<file path="src/rtl/conv_seq.sv">
// conv_seq: layer sequencer for the 5x5 convolution datapath (DRAM addressing, load/accumulate strobes).
// Optional header legality check and err port: define CONV_SEQ_PARAM_CHECK_EN.
module conv_seq #(
    parameter int                    DATA_WIDTH = 32,
    parameter int                    ADDR_WIDTH = 18,
    parameter logic [ADDR_WIDTH-1:0] PARAM_ADDR = 18'd0,
    parameter logic [ADDR_WIDTH-1:0] KNL_BASE   = 18'd1,
    parameter logic [ADDR_WIDTH-1:0] IFMAP_BASE = 18'd8192,
    parameter logic [ADDR_WIDTH-1:0] OFMAP_BASE = 18'd65536
) (
    input  logic                  clk,
    input  logic                  srstn,
    input  logic                  enable,
    input  logic                  dram_valid,
    input  logic [DATA_WIDTH-1:0] data_in,
    output logic [ADDR_WIDTH-1:0] addr_in,
    output logic [ADDR_WIDTH-1:0] addr_out,
    output logic                  dram_en_rd,
    output logic                  dram_en_wr,
    output logic                  en_ld_knl,
    output logic                  en_ld_ifmap,
    output logic                  disable_acc,
    output logic [5:0]            num_knls,
    output logic [4:0]            cnt_ofmap_chnl,
    output logic                  done
`ifdef CONV_SEQ_PARAM_CHECK_EN
    ,
    output logic                  err
`endif
);

    typedef enum logic [2:0] {
        S_IDLE, S_HDR, S_KNL, S_WIN, S_CALC, S_PSUM, S_WR, S_DONE
    } state_t;

    localparam logic [ADDR_WIDTH-1:0] ONE_A = ADDR_WIDTH'(1);

    state_t                state_q;
    logic [5:0]            n_q, w_q, o_q;
    logic [4:0]            cn_q, c_q;
    logic [5:0]            r_q, col_q, k_q;
    logic [2:0]            i_q, j_q;
    logic [10:0]           knl_total_q, knl_cnt_q;
    logic [ADDR_WIDTH-1:0] ww_q, oo_q;
    logic [ADDR_WIDTH-1:0] addr_in_q, knl_addr_q;
    logic [ADDR_WIDTH-1:0] chnl_base_q, row_base_q, win_base_q, col_addr_q;
    logic [ADDR_WIDTH-1:0] opix_q, ofm_addr_q;
    logic                  done_q;
`ifdef CONV_SEQ_PARAM_CHECK_EN
    logic                  err_q;
`endif

    // Header field decode, evaluated while the header word is on data_in
    logic [5:0]            hdr_n, hdr_w, hdr_o;
    logic [4:0]            hdr_c;
    logic [10:0]           knl_total_d;
    logic [ADDR_WIDTH-1:0] ww_d, oo_d;
    logic                  unused_hdr_bits;

    assign hdr_n       = data_in[5:0];
    assign hdr_w       = data_in[13:8];
    assign hdr_c       = data_in[20:16];
    assign hdr_o       = hdr_w - 6'd4;
    assign knl_total_d = 11'({hdr_n, 4'b0000}) + 11'({hdr_n, 3'b000}) + 11'(hdr_n);
    assign ww_d        = ADDR_WIDTH'(hdr_w) * ADDR_WIDTH'(hdr_w);
    assign oo_d        = ADDR_WIDTH'(hdr_o) * ADDR_WIDTH'(hdr_o);
    assign unused_hdr_bits = ^{data_in[DATA_WIDTH-1:21], data_in[15:14], data_in[7:6]};

`ifdef CONV_SEQ_PARAM_CHECK_EN
    logic hdr_bad;
    assign hdr_bad = (hdr_n == 6'd0) || (hdr_n > 6'd16) || (hdr_w < 6'd5) ||
                     (hdr_w > 6'd32) || (hdr_c == 5'd0);
`endif

    logic                  last_k, last_col, last_row, last_c, last_knl;
    logic [ADDR_WIDTH-1:0] row_next_d, win_next_d;

    assign last_k     = (k_q == n_q - 6'd1);
    assign last_col   = (col_q == o_q - 6'd1);
    assign last_row   = (r_q == o_q - 6'd1);
    assign last_c     = (c_q == cn_q - 5'd1);
    assign last_knl   = (knl_cnt_q == knl_total_q - 11'd1);
    assign row_next_d = row_base_q + ADDR_WIDTH'(w_q);
    assign win_next_d = win_base_q + ONE_A;

    always_ff @(posedge clk) begin
        if (!srstn) begin
            state_q     <= S_IDLE;
            n_q         <= '0;
            w_q         <= '0;
            o_q         <= '0;
            cn_q        <= '0;
            c_q         <= '0;
            r_q         <= '0;
            col_q       <= '0;
            k_q         <= '0;
            i_q         <= '0;
            j_q         <= '0;
            knl_total_q <= '0;
            knl_cnt_q   <= '0;
            ww_q        <= '0;
            oo_q        <= '0;
            addr_in_q   <= '0;
            knl_addr_q  <= '0;
            chnl_base_q <= '0;
            row_base_q  <= '0;
            win_base_q  <= '0;
            col_addr_q  <= '0;
            opix_q      <= '0;
            ofm_addr_q  <= '0;
            done_q      <= 1'b0;
`ifdef CONV_SEQ_PARAM_CHECK_EN
            err_q       <= 1'b0;
`endif
        end else begin
            case (state_q)
                S_IDLE: begin
                    if (enable) begin
                        state_q   <= S_HDR;
                        addr_in_q <= PARAM_ADDR;
                    end
                end
                S_HDR: begin
                    if (dram_valid) begin
                        n_q         <= hdr_n;
                        w_q         <= hdr_w;
                        o_q         <= hdr_o;
                        cn_q        <= hdr_c;
                        ww_q        <= ww_d;
                        oo_q        <= oo_d;
                        knl_total_q <= knl_total_d;
                        c_q         <= '0;
                        k_q         <= '0;
                        knl_cnt_q   <= '0;
                        chnl_base_q <= IFMAP_BASE;
                        knl_addr_q  <= KNL_BASE;
                        addr_in_q   <= KNL_BASE;
`ifdef CONV_SEQ_PARAM_CHECK_EN
                        if (hdr_bad) begin
                            state_q <= S_DONE;
                            done_q  <= 1'b1;
                            err_q   <= 1'b1;
                        end else begin
                            state_q <= S_KNL;
                        end
`else
                        state_q     <= S_KNL;
`endif
                    end
                end
                S_KNL: begin
                    // Kernel words for all channels are contiguous, so one pointer walks them all
                    if (dram_valid) begin
                        addr_in_q  <= addr_in_q + ONE_A;
                        knl_addr_q <= addr_in_q + ONE_A;
                        if (last_knl) begin
                            knl_cnt_q  <= '0;
                            state_q    <= S_WIN;
                            r_q        <= '0;
                            col_q      <= '0;
                            i_q        <= '0;
                            j_q        <= '0;
                            row_base_q <= chnl_base_q;
                            win_base_q <= chnl_base_q;
                            col_addr_q <= chnl_base_q;
                            addr_in_q  <= chnl_base_q;
                            opix_q     <= OFMAP_BASE;
                        end else begin
                            knl_cnt_q <= knl_cnt_q + 11'd1;
                        end
                    end
                end
                S_WIN: begin
                    // Column-major walk: step down a row by W, then jump to top of next column
                    if (dram_valid) begin
                        if (i_q == 3'd4) begin
                            i_q <= '0;
                            if (j_q == 3'd4) begin
                                j_q        <= '0;
                                k_q        <= '0;
                                ofm_addr_q <= opix_q;
                                state_q    <= S_CALC;
                            end else begin
                                j_q        <= j_q + 3'd1;
                                col_addr_q <= col_addr_q + ONE_A;
                                addr_in_q  <= col_addr_q + ONE_A;
                            end
                        end else begin
                            i_q       <= i_q + 3'd1;
                            addr_in_q <= addr_in_q + ADDR_WIDTH'(w_q);
                        end
                    end
                end
                S_CALC: begin
                    if (c_q == 5'd0) begin
                        state_q <= S_WR;
                    end else begin
                        state_q   <= S_PSUM;
                        addr_in_q <= ofm_addr_q;
                    end
                end
                S_PSUM, S_WR: begin
                    // The PSUM accept cycle doubles as the write-back cycle
                    if ((state_q == S_WR) || dram_valid) begin
                        if (!last_k) begin
                            k_q        <= k_q + 6'd1;
                            ofm_addr_q <= ofm_addr_q + oo_q;
                            state_q    <= S_CALC;
                        end else if (!last_col) begin
                            col_q      <= col_q + 6'd1;
                            win_base_q <= win_next_d;
                            col_addr_q <= win_next_d;
                            addr_in_q  <= win_next_d;
                            opix_q     <= opix_q + ONE_A;
                            state_q    <= S_WIN;
                        end else if (!last_row) begin
                            r_q        <= r_q + 6'd1;
                            col_q      <= '0;
                            row_base_q <= row_next_d;
                            win_base_q <= row_next_d;
                            col_addr_q <= row_next_d;
                            addr_in_q  <= row_next_d;
                            opix_q     <= opix_q + ONE_A;
                            state_q    <= S_WIN;
                        end else if (!last_c) begin
                            c_q         <= c_q + 5'd1;
                            chnl_base_q <= chnl_base_q + ww_q;
                            addr_in_q   <= knl_addr_q;
                            state_q     <= S_KNL;
                        end else begin
                            state_q <= S_DONE;
                            done_q  <= 1'b1;
                        end
                    end
                end
                S_DONE: begin
                    if (!enable) begin
                        state_q <= S_IDLE;
                        done_q  <= 1'b0;
`ifdef CONV_SEQ_PARAM_CHECK_EN
                        err_q   <= 1'b0;
`endif
                    end
                end
                default: state_q <= S_IDLE;
            endcase
        end
    end

    logic active;
    assign active = (state_q == S_KNL) || (state_q == S_WIN) || (state_q == S_CALC) ||
                    (state_q == S_PSUM) || (state_q == S_WR);

    assign dram_en_rd     = (state_q == S_HDR) || (state_q == S_KNL) ||
                            (state_q == S_WIN) || (state_q == S_PSUM);
    assign dram_en_wr     = (state_q == S_WR) || ((state_q == S_PSUM) && dram_valid);
    assign en_ld_knl      = (state_q == S_KNL) && dram_valid;
    assign en_ld_ifmap    = (state_q == S_WIN) && dram_valid;
    assign disable_acc    = active && (c_q == 5'd0);
    assign addr_in        = addr_in_q;
    assign addr_out       = ofm_addr_q;
    assign num_knls       = n_q;
    assign cnt_ofmap_chnl = k_q[4:0];
    assign done           = done_q;
`ifdef CONV_SEQ_PARAM_CHECK_EN
    assign err            = err_q;
`endif

endmodule

</file>
<file path="config.mk">
export PLATFORM = sky130hd
export DESIGN_NAME = conv_seq
export DESIGN_NICKNAME = d
export VERILOG_FILES = /design/src/rtl/conv_seq.sv
export SDC_FILE = /design/constraint.sdc
export NUM_CORES = 1
export LEC_CHECK = 0
export ABC_CLOCK_PERIOD_IN_PS = 6400
export CORE_MARGIN = 5
export CORE_UTILIZATION = 55
export DETAILED_ROUTE_END_ITERATION = 10
export PLACE_DENSITY = 0.82
export SYNTH_ARGS = -nofsm -noshare
export SYNTH_HDL_FRONTEND = slang
export SYNTH_SLANG_ARGS = --single-unit
</file>
<file path="constraint.sdc">
create_clock -name clk -period 6.4 [get_ports clk]
set_clock_uncertainty 0.15 [all_clocks]
set_input_delay 0.96 -clock clk [delete_from_list [all_inputs] [get_ports clk]]
set_output_delay 0.96 -clock clk [all_outputs]
set_load 0.1 [all_outputs]
</file>
---- Word-level counts from Yosys, hierarchy flattened ----
Cells that the tools add are included.
storage, ports and cells
  register bits after elaboration ......... 246
  bits in latches ......................... 0
  bits in writable memories ............... 0
  memory bits (read-only) ................. 0
  bits of input ports ..................... 36
  output and inout port bits .............. 53
  word-level logic and storage cells ...... 232
  memories kept ........................... 0
cells by class
  add/subtract/negate cells ............... 22
  multipliers ............................. 2
  divide/modulo/power cells ............... 0
  $lt $le $gt $ge ......................... 0
  equal/unequal tests ..................... 35
  shift-type cells ........................ 0
  muxes and demuxes ....................... 111
  bitwise logic cells ..................... 0
  reduce and logical (&&, ||, !) cells .... 38
operator list
  kind                                           number
  2-to-1 mux 18 bit                              42
  one-hot mux 18 bit (2 select lines)            6
  one-hot mux 18 bit (6 select lines)            1
  2-to-1 mux 6 bit                               16
  adder 18 x 1 -> 18 bit, second input constant  4
  2-to-1 mux 3 bit                               20
  one-hot mux 18 bit (3 select lines)            1
  adder 18 x 12 -> 18 bit                        2
  adder 18 x 6 -> 18 bit                         2
  inequality test 2 bit, second input constant   18
  2-to-1 mux 11 bit                              3
  2-to-1 mux 5 bit                               6
  AND reduction 7 bit                            4
  multiplier 6 x 6 -> 12 bit                     2
  one-hot mux 6 bit (2 select lines)             2
  one-hot mux 11 bit (2 select lines)            1
  one-hot mux 3 bit (7 select lines)             1
  adder 6 x 1 -> 6 bit, second input constant    3
  equality test 3 bit, second input constant     6
  equality test 6 bit                            3
  one-hot mux 6 bit (3 select lines)             1
  AND reduction 9 bit                            2
  one-hot mux 3 bit (2 select lines)             2
  AND reduction 6 bit                            2
  32 further kinds                               58

---- Depth between registers and ports, before layout ----
  word-level depth ........................ 8
  mapped depth ............................ 19
  gate-level depth less buffers ........... 18

---- Worst setup path before layout ----
No wires, ideal clock.
  path kind ............................... input to register
  start point ............................. input data_in[10]
  end point ............................... register oo_q[11]
  setup time .............................. 0.120 ns
  arrival ................................. 4.841 ns
  data required time ...................... 6.130 ns
  path slack .............................. 1.289 ns
  stages .................................. 18
  buffers on the path ..................... 1
  cell sequence ........................... clkbuf_1 -> inv_1 -> ha_1 -> xor2_1 -> nand2_1 -> fa_1 -> fa_1 -> fa_1 -> inv_1 -> ha_1 -> a21o_1 -> a21oi_1 -> o21bai_1 -> a21oi_1 -> o21bai_1 -> a21oi_1 -> or3_1 -> nand3_1
between the ends
  cells in the longest elaborated chain, start to end .. 2
ends and longest elaborated chain
  what                        line  RTL
  from (decl)                 15    input logic [DATA_WIDTH-1:0] data_in,
  subtractor 6 x 3 -> 6 bit   63    assign hdr_o = hdr_w - 6'd4;
  net hdr_o[2]                54    logic [5:0] hdr_n, hdr_w, hdr_o;
  multiplier 6 x 6 -> 12 bit  66    assign oo_d = ADDR_WIDTH'(hdr_o) * ADDR_WIDTH'(hdr_o);
  to (signal assigned)        130   oo_q <= oo_d;
  to (decl)                   44    logic [ADDR_WIDTH-1:0] ww_q, oo_q;
The timed path passes the listed nets, and every way through them passes these cells.
A chain may end at the register's enable or synchronous reset.

---- Worst setup path in the final report ----
  start point ............................. input data_in[11]
  end point ............................... register oo_q[11]
between the ends
  cells in the longest elaborated chain, start to end .. 2
ends and longest elaborated chain
  what                        line
  subtractor 6 x 3 -> 6 bit   63
  multiplier 6 x 6 -> 12 bit  66
Every way passes these cells.

==> results.ini <==
[yosys]
ys_ff_latch=236
syn_inst=2182
syn_avg_cell_area_sq_um=7.66
synth-edff-count=0
ys_warn_count=0
yosys.cell_types.count=76
yosysTopAreaCell=dfxtp_1
synthTopCellsByArea=dfxtp_1 (28%), ha_1 (7.1%), nand2_1 (6.2%), xnor2_1 (5.7%), a21oi_1 (5.1%)
synth_nets=2332
yosysTopAreaCellShare_pct=28.3
synth_commonest_cells=nand2_1 (277), dfxtp_1 (236), nor2_1 (196)
yosysMostFrequentCell=nand2_1
yosysSeqAreaShare_pct=28.3
synthesis.area_sq_mm=0.0167
synth_ff_type=dfxtp_1
async_flop_share_pct=0

[run]
cap_violations=0

[power_and_ir_drop]
p_leak_uw=0.00695
vdd_ir_drop_max_mv=0.216
power_density_mw_per_mm2=248
power_uw=4610

[clocking]
clock-sinks=236
cts.path.max_buffers=3
postCtsResizedCells=0
cts_hold_buf=0
postCtsSetupBuffers=0
tritoncts=yes
cts_made_buffers=28
cts_max_level=1
cts-root-buf=clkbuf_16
clk_latency_ns=0.55
clkTransAtPathRegs_ns=0.06

[route]
post_drt_via_cell_ratio=6.47
vias=16700
wl_per_cell_microns=20.3
finalWirelength_mm=52.4
drt-pass1-iter-count=8
drt_iter0_markers=2000
drcViolationCount=0
ant_nets=0

[timing]
maxSlewViolCount=0
fin_hold_ws_ns=0.318
finalCriticalPeriod_ns=5.28
rsz0062_at_grt=false
timing.slew.headroom_pct=17.8
fmax_ghz=0.189
hold_viol=0
layout_worst_path_cycle_share_pct=82.6
setup_tns_ns=0
setup_viol=0
tightestPinTransition_ns=1.23

[setup_path]
worstPathMaxFanout=10
cp-end-kind=flop
ff2ff_path_depth=8
cp.required_ns=6.67
path_class=in -> reg
arrival_ns=5.56
r2r_slack_ns=2.00
cp-start-kind=input port

[floorplanning]
start_util_pct=56.1
die_h_microns=184
fp-row-count=63
die_x_microns=184
core_area_sq_mm=0.0298
io_pins=89
die_area_sq_mm=0.0340

[grt]
grt_pass1_vias=15500
antenna_found_initial=0
grt_usage_pct=29.4
grt_max_degree=76
grt_pass1_wl_mm=81.7
grt_overflow=0

[finish]
utilization_pct=62.3
finalNonFillerCells=2583
drive_gt1_share_pct=5.56
n_antenna_cell=0
final_net_count=2322
syn2layout_area_growth_pct=11.1

[placed_design]
dp.cells=2532
port_buffers=73
dp_hpwl_mm=37.8
place_congestion=1.00

[outcome]
status=complete, no violations

[min_path]
min_path_type=reg -> reg
min_path_cells=2

## through the flow
stage / setup slack, ns / instance area, sq um
after global placement: 0.687 / 17600
after floorplan: 1.29 / 16700
final: 1.12 / 18600
after CTS: 1.13 / 18600
after global routing: 0.737 / 18600
after detailed placement: 0.578 / 17600
## final timing paths
kind,from,endpoint
max,data_in[11],oo_q[11]
min,col_addr_q[17],col_addr_q[17]
max reg2reg,w_q[0],chnl_base_q[16]
min reg2reg,col_addr_q[17],col_addr_q[17]
## per-layer routing
layer  vias up  share of wire, %  wire (microns)  global-route usage, %
met5         -                 0               0                      0
met4         0               4.4            2320                   12.1
met3       170                12            6110                   7.05
met2       904                45           23500                   47.5
met1      7873                39           20500                   38.0
li1       7755                 -               -                      -
## cell type report
cell class                      count  area, sq um
Tap cell                          390          488
Fill cell                        2570        11200
Multi-Input combinational cell   1721        11100
Sequential cell                   236         4720
Timing Repair Buffer              100          928
Clock inverter                     17          178
Clock buffer                       34          785
Inverter                           85          322
## power breakdown
group / internal [uW] / switching, uW / total [uW] / leakage, uW
Clock: 991 / 670 / 1660 / 0.000458
Combinational: 451 / 828 / 1280 / 0.00459
Sequential: 1540 / 134 / 1670 / 0.00190
## placed cells by master (no fill, tap or decap), types with 34 or more instances in the layout
cell type,n
ha_1,95
dfxtp_1,236
nand2_1,277
nor3_1,60
nand4_1,34
inv_1,82
xnor2_1,108
a21oi_1,169
xor2_1,68
nand3_1,74
clkdlybuf4s50_1,72
o21ai_0,129
nor2_1,196
## worst max-delay path: stages
cell	delay, ns
clkdlybuf4s50_1	0.69
inv_1	0.14
ha_1	0.25
xor2_1	0.26
nand2_1	0.11
fa_1	0.51
fa_1	0.53
fa_1	0.55
inv_1	0.04
ha_1	0.32
a21o_1	0.19
a21oi_1	0.23
o21bai_1	0.09
a21oi_1	0.22
o21bai_1	0.09
a21oi_1	0.18
or3_1	0.13
nand3_1	0.06
## logic make-up after synthesis
| kind of cell | synth area share (%) |
|---|---|
| AO/OA/AOI/OAI | 22.2 |
| XOR/XNOR | 9.51 |
| adder cells (fa/ha/maj) | 9.45 |
| buffers and inverters | 5.29 |
| flip-flops | 28.3 |
| multiplexers | 2.73 |
| AND/OR/NAND/NOR | 22.6 |
## state kept, by name, indices dropped and copies added (netlist names), 8 cells and up
name	flops
addr_in	18
addr_out	18
chnl_base_q	18
col_addr_q	18
knl_addr_q	18
knl_cnt_q	11
knl_total_q	8
oo_q	10
opix_q	18
row_base_q	18
win_base_q	18
ww_q	9
No activity file was read; power rests on OpenSTA's default activity.
